===== config.mk =====
export PLATFORM = sky130hd
export DESIGN_NAME = spi_slave_core
export DESIGN_NICKNAME = d
export VERILOG_FILES = /design/src/rtl/spi_pkg.sv /design/src/rtl/spi_sync_edge.sv /design/src/rtl/spi_slave_core.sv
export SDC_FILE = /design/constraint.sdc
export NUM_CORES = 1
export LEC_CHECK = 0
export CORE_UTILIZATION = 49
export CTS_CLUSTER_SIZE = 40
export DETAILED_ROUTE_END_ITERATION = 7
export GPL_TIMING_DRIVEN = 0
export PLACE_DENSITY = 0.85
export SYNTH_ARGS = -nofsm -noshare
export SYNTH_HDL_FRONTEND = slang
export SYNTH_HIERARCHICAL = 1
export SYNTH_SLANG_ARGS = --single-unit

===== constraint.sdc =====
create_clock -name clock -period 1.9 [get_ports clock]
set_input_delay 0.285 -clock clock [delete_from_list [all_inputs] [get_ports clock]]
set_output_delay 0.285 -clock clock [all_outputs]
set_load 0.05 [all_outputs]

===== src/rtl/spi_pkg.sv =====
// Shared types and constants for the SPI peripheral engine.
package spi_pkg;

    typedef enum logic {
        ST_IDLE   = 1'b0,
        ST_ACTIVE = 1'b1
    } spi_state_t;

    // {cpol, cpha}
    localparam logic [1:0] SPI_MODE0 = 2'b00;
    localparam logic [1:0] SPI_MODE1 = 2'b01;
    localparam logic [1:0] SPI_MODE2 = 2'b10;
    localparam logic [1:0] SPI_MODE3 = 2'b11;

    localparam int unsigned SPI_D_WIDTH_DEF = 8;

endpackage


===== src/rtl/spi_sync_edge.sv =====
// Multi-flop synchronizer for one asynchronous bus line, with single-shot rise/fall detection
// taken from the last synchronizer stage against a delay flop.
module spi_sync_edge #(
    parameter int unsigned SYNC_DEPTH = 2,
    parameter logic        RESET_VAL  = 1'b0
) (
    input  logic clock,
    input  logic reset,
    input  logic din,
    output logic rise,
    output logic fall
);

    logic [SYNC_DEPTH-1:0] sync_q;
    logic                  dly_q;

    always_ff @(posedge clock or posedge reset) begin
        if (reset) begin
            sync_q <= {SYNC_DEPTH{RESET_VAL}};
            dly_q  <= RESET_VAL;
        end else begin
            sync_q <= {sync_q[SYNC_DEPTH-2:0], din};
            dly_q  <= sync_q[SYNC_DEPTH-1];
        end
    end

    assign rise = sync_q[SYNC_DEPTH-1] & ~dly_q;
    assign fall = ~sync_q[SYNC_DEPTH-1] & dly_q;

endmodule


===== src/rtl/spi_slave_core.sv =====
// SPI peripheral engine: oversamples sclk/ss_n/mosi, shifts per cpol/cpha, and exchanges
// words with the register block through a TX holding register and an rx_valid strobe.
module spi_slave_core
    import spi_pkg::*;
#(
    parameter int unsigned D_WIDTH    = SPI_D_WIDTH_DEF,
    parameter int unsigned SYNC_DEPTH = 2
) (
    input  logic               clock,
    input  logic               reset,
    input  logic               enable,
    input  logic               cpol,
    input  logic               cpha,
    input  logic [D_WIDTH-1:0] tx_data,
    input  logic               tx_valid,
    output logic               tx_ready,
    output logic [D_WIDTH-1:0] rx_data,
    output logic               rx_valid,
    output logic               busy,
    output logic               tx_underrun,
    output logic               frame_abort,
    input  logic               sclk,
    input  logic               ss_n,
    input  logic               mosi,
    output logic               miso,
    output logic               miso_oe
);

    localparam int unsigned      CNT_W    = $clog2(D_WIDTH) + 1;
    localparam logic [CNT_W-1:0] LAST_BIT = CNT_W'(D_WIDTH - 1);

    spi_state_t             state, state_n;
    logic                   sclk_rise, sclk_fall, ss_rise, ss_fall;
    logic [SYNC_DEPTH-1:0]  mosi_sync;
    logic                   mosi_s;
    logic                   cpol_q, cpha_q;
    logic [CNT_W-1:0]       bit_cnt;
    logic [D_WIDTH-2:0]     rx_shift;
    logic [D_WIDTH-1:0]     rx_next, tx_shift, hold_q;
    logic                   hold_full, rx_done, unr_pend;
    logic                   lead_edge, trail_edge, sample_edge, shift_edge;
    logic                   start_frame, end_frame, word_done, load_word, load_cpha, tx_write;

    spi_sync_edge #(.SYNC_DEPTH(SYNC_DEPTH), .RESET_VAL(1'b0)) u_sync_sclk (
        .clock (clock),
        .reset (reset),
        .din   (sclk),
        .rise  (sclk_rise),
        .fall  (sclk_fall)
    );

    spi_sync_edge #(.SYNC_DEPTH(SYNC_DEPTH), .RESET_VAL(1'b1)) u_sync_ss (
        .clock (clock),
        .reset (reset),
        .din   (ss_n),
        .rise  (ss_rise),
        .fall  (ss_fall)
    );

    always_ff @(posedge clock or posedge reset) begin
        if (reset) mosi_sync <= '1;
        else       mosi_sync <= {mosi_sync[SYNC_DEPTH-2:0], mosi};
    end
    assign mosi_s = mosi_sync[SYNC_DEPTH-1];

    always_ff @(posedge clock or posedge reset) begin
        if (reset) state <= ST_IDLE;
        else       state <= state_n;
    end

    always_comb begin
        state_n     = state;
        start_frame = 1'b0;
        end_frame   = 1'b0;
        lead_edge   = cpol_q ? sclk_fall : sclk_rise;
        trail_edge  = cpol_q ? sclk_rise : sclk_fall;
        sample_edge = cpha_q ? trail_edge : lead_edge;
        shift_edge  = cpha_q ? lead_edge : trail_edge;
        case (state)
            ST_IDLE: begin
                if (ss_fall && enable) begin
                    state_n     = ST_ACTIVE;
                    start_frame = 1'b1;
                end
            end
            ST_ACTIVE: begin
                if (ss_rise || !enable) begin
                    state_n   = ST_IDLE;
                    end_frame = 1'b1;
                end
            end
            default: state_n = ST_IDLE;
        endcase
        word_done = (state == ST_ACTIVE) && !end_frame && sample_edge && (bit_cnt == LAST_BIT);
        load_word = start_frame || word_done;
        load_cpha = start_frame ? cpha : cpha_q;
        tx_write  = tx_valid && !hold_full;
        rx_next   = {rx_shift, mosi_s};
    end

    always_ff @(posedge clock or posedge reset) begin
        if (reset) begin
            cpol_q      <= 1'b0;
            cpha_q      <= 1'b0;
            bit_cnt     <= '0;
            rx_shift    <= '0;
            rx_data     <= '0;
            rx_done     <= 1'b0;
            rx_valid    <= 1'b0;
            frame_abort <= 1'b0;
        end else begin
            rx_done     <= word_done;
            rx_valid    <= rx_done;
            frame_abort <= end_frame && (bit_cnt != '0);
            if (start_frame) begin
                cpol_q  <= cpol;
                cpha_q  <= cpha;
                bit_cnt <= '0;
            end else if (end_frame) begin
                bit_cnt <= '0;
            end else if (state == ST_ACTIVE && sample_edge) begin
                rx_shift <= rx_next[D_WIDTH-2:0];
                if (word_done) begin
                    rx_data <= rx_next;
                    bit_cnt <= '0;
                end else begin
                    bit_cnt <= bit_cnt + CNT_W'(1);
                end
            end
        end
    end

    // A mid-frame load from an empty register only counts as an underrun once the next
    // word actually starts (its leading edge); a frame ending on the boundary never pulses.
    always_ff @(posedge clock or posedge reset) begin
        if (reset) begin
            hold_q      <= '0;
            hold_full   <= 1'b0;
            tx_shift    <= '1;
            miso        <= 1'b1;
            tx_underrun <= 1'b0;
            unr_pend    <= 1'b0;
        end else begin
            tx_underrun <= 1'b0;
            if (tx_write) begin
                hold_q    <= tx_data;
                hold_full <= 1'b1;
            end else if (load_word) begin
                hold_full <= 1'b0;
            end
            if (end_frame) begin
                miso     <= 1'b1;
                unr_pend <= 1'b0;
            end else if (load_word) begin
                tx_shift <= hold_full ? hold_q : '1;
                if (!load_cpha) miso <= hold_full ? hold_q[D_WIDTH-1] : 1'b1;
                if (!hold_full) begin
                    if (start_frame) tx_underrun <= 1'b1;
                    else             unr_pend    <= 1'b1;
                end
            end else if (state == ST_ACTIVE) begin
                if (lead_edge && unr_pend) begin
                    tx_underrun <= 1'b1;
                    unr_pend    <= 1'b0;
                end
                if (shift_edge) begin
                    if (bit_cnt != '0) begin
                        tx_shift <= {tx_shift[D_WIDTH-2:0], 1'b0};
                        miso     <= tx_shift[D_WIDTH-2];
                    end else if (cpha_q) begin
                        miso <= tx_shift[D_WIDTH-1];
                    end
                end
            end
        end
    end

    assign busy     = (state == ST_ACTIVE);
    assign miso_oe  = busy;
    assign tx_ready = ~hold_full;

endmodule


==> flow_summary.json <==
{
  "diodes": 0,
  "fin_crit_ns": 1.89,
  "core_area_sq_um": 4470,
  "antenna_found_initial": 0,
  "worstHoldPathType": "in2async",
  "clock-sinks": 53,
  "design.portCount": 32,
  "slew_headroom": 0.605,
  "top_layer_used": "met4",
  "initial_utilization": 0.523,
  "clockRootBuffer": "clkbuf_8",
  "start_kind": "flop",
  "clock_skew_ns": 0.00764,
  "synthArstFlopShare": 1.00,
  "syn_area_sq_um": 2340,
  "dp.cells": 291,
  "cp_data_required_time_ns": 2.13,
  "syn2layout_area_growth_pct": 25.8,
  "ff2ff_path_depth": 8,
  "fp.dieW_um": 71.1,
  "yosys-top-cells-area": "dfrtp_1 42%, dfstp_2 16%, mux2_2 8.7%",
  "drive_gt1_frac": 0.295,
  "rsz0062_at_grt": "yes",
  "vdd_ir_drop_max_mv": 0.811,
  "die_h_um": 71.1,
  "grt_usage": 0.192,
  "worstReg2RegStart": "u_sync_ss/dly_q$_DFF_PP1_",
  "synth_top_area_frac": 0.417,
  "insertion_delay_ns": 0.30,
  "io_buffers": 31,
  "r2r-end": "tx_shift[7]$_DFFE_PP1P_",
  "synth_most_common_cell": "nand2_1",
  "cp_max_fo": 8,
  "clk_pin_slew_ns": 0.09,
  "whs_ns": 0.213,
  "worstSetupPathType": "reg2reg",
  "power_density_nw_per_um2": 992,
  "synthCells": 207,
  "drt-initial-drc-count": 102,
  "grt_overflow": 0,
  "grt_max_degree": 39,
  "ys_ff_latch": 53,
  "fin_cells": 303,
  "ctsHtreeMaxLevel": 2,
  "arrival_ns": 2.12,
  "firstDrtPassIters": 6,
  "drv_cap": 0,
  "fp-row-count": 24,
  "startpoint": "u_sync_ss/dly_q$_DFF_PP1_",
  "worstMarginPinSlew_ns": 0.589,
  "finalWeightedCongestion": 0.809,
  "p_leak_nw": 1.34,
  "drtAntennaViolNets": 0,
  "pre_cts_ws_ns": -0.440,
  "end_kind": "flop",
  "grt_pass1_wl_mm": 7.37,
  "setup_viol": 0,
  "synth_edf_count": 0,
  "vias": 1621,
  "ys_types": 36,
  "wl_met3_um": 181,
  "cts_tree": "done",
  "met2WireLength_mm": 2.20,
  "yosysWarnings": 6,
  "synth-main-ff-cell": "dfrtp_1",
  "dpl.hpwl_mm": 2.93,
  "synth_fp_nets": 226,
  "wl_per_cell_um": 14.2,
  "fmax_mhz": 529,
  "vias_per_cell": 5.35,
  "avgSynthCellArea_sq_um": 11.3,
  "rrSetupSlack_ns": 0.01,
  "hold_viol": 0,
  "violations": "design-rule violations",
  "nNetsFinal": 269,
  "yosysSeqAreaShare": 0.574,
  "final_max_slew_viol_count": 0,
  "final.setup.worst_slack_ns": 0.0111,
  "wl_mm": 4.29,
  "wl_met1_mm": 1.85,
  "fin_crit_sh": 0.994,
  "cts_buffer_depth": 2,
  "yosys.area.top_type": "dfrtp_1",
  "grt_pass1_vias": 1623,
  "synthTopCellsByCount": "45 x nand2_1, 39 x dfrtp_1, 18 x mux2_2",
  "cts_buffers": 5,
  "cts_hold_buffers": 0,
  "finalPower_mw": 2.92,
  "status": "finished with violations",
  "dieArea_sq_um": 5060,
  "drc_errors": 4
}
## worst max-delay path by stage
stage / end / slack (ns) / cells past startpoint
floorplan: tx_shift[6]$_DFFE_PP1P_ / -0.07 / 9
global placement: busy$_DFF_PP0_ / -0.59 / 2
detailed placement: miso$_DFFE_PP1P_ / -0.44 / 6
CTS: tx_ready / -0.01 / 3
global route: miso$_DFFE_PP1P_ / -0.13 / 8
finish: tx_shift[7]$_DFFE_PP1P_ / 0.01 / 8
## flip-flops by register name (all words and copies together), names as in the netlist, 2 cells and up
signal	cells
rx_data	8
rx_shift	7
mosi_sync	2
bit_cnt	4
tx_shift	8
u_sync_ss/sync_q	2
u_sync_sclk/sync_q	2
hold_q	8
## kinds of logic after synthesis
logic type / synth area share
flops: 0.574
mux: 0.114
fa+ha+maj: 0.0107
simple gates: 0.160
xor+xnor: 0.0107
compound gates: 0.0898
buf+inv: 0.0401
## placed cells by master (no fill, tap or decap), types with 3 or more instances in the layout
cell and instances:
inv_1 9, buf_4 4, nand3_1 3, o21ai_2 4
nand2_1 41, mux2_2 18, o21ai_0 4, o21ai_1 13
clkbuf_8 7, dfrtp_2 3, dfstp_2 14, clkbuf_1 3
nand2_2 4, dfrtp_1 36, nand3b_1 9, buf_6 4
clkdlybuf4s50_1 28, mux2i_1 4, nor2_1 5
## per-layer routing
layer	track usage	up-vias
li1	-	777
met1	0.237	798
met2	0.328	39
met3	0.0527	7
met4	0.0600	0
met5	0	-
## cell type report
cell class | instances | area [sq um]
buffer | 6 | 52.6
clock buffer | 8 | 90.1
fill | 359 | 1530
inverter | 10 | 37.5
multi-input combinational | 136 | 957
sequential | 53 | 1350
tap | 52 | 65.1
timing repair buffer | 38 | 395
## through the flow
| stage | setup TNS (ns) | utilization | cell area (sq um) |
|---|---|---|---|
| detailed placement | -6.63 | 0.615 | 2750 |
| CTS | -0.0100 | 0.648 | 2900 |
| global placement | -23.24 | 0.611 | 2730 |
| floorplan | -0.570 | - | 2360 |
| global route | -0.996 | 0.658 | 2950 |
| finish | 0 | 0.658 | 2950 |
## where the power goes
part	internal, mW	switching (mW)
clock	0.298	0.348
combinational	0.365	0.329
sequential	1.40	0.178
## critical path, stage by stage (launching register included)
cell and delay (ns):
dfstp_2 0.54, nor2b_2 0.05, nand4b_1 0.21, mux2_4 0.34, o21ai_4 0.23, buf_12 0.16, nand3b_1 0.10, o21ai_1 0.11
o21ai_1 0.08
## timing repair
| action | in CTS | in global routing |
|---|---|---|
| pin swaps | 2 | 0 |
| setup endpoints to repair | 22 | 21 |
| resized for setup | 12 | 12 |
| gates cloned | 0 | 1 |
| setup buffers | 4 | 1 |
Note: power is estimated with default switching activity, not from simulation.
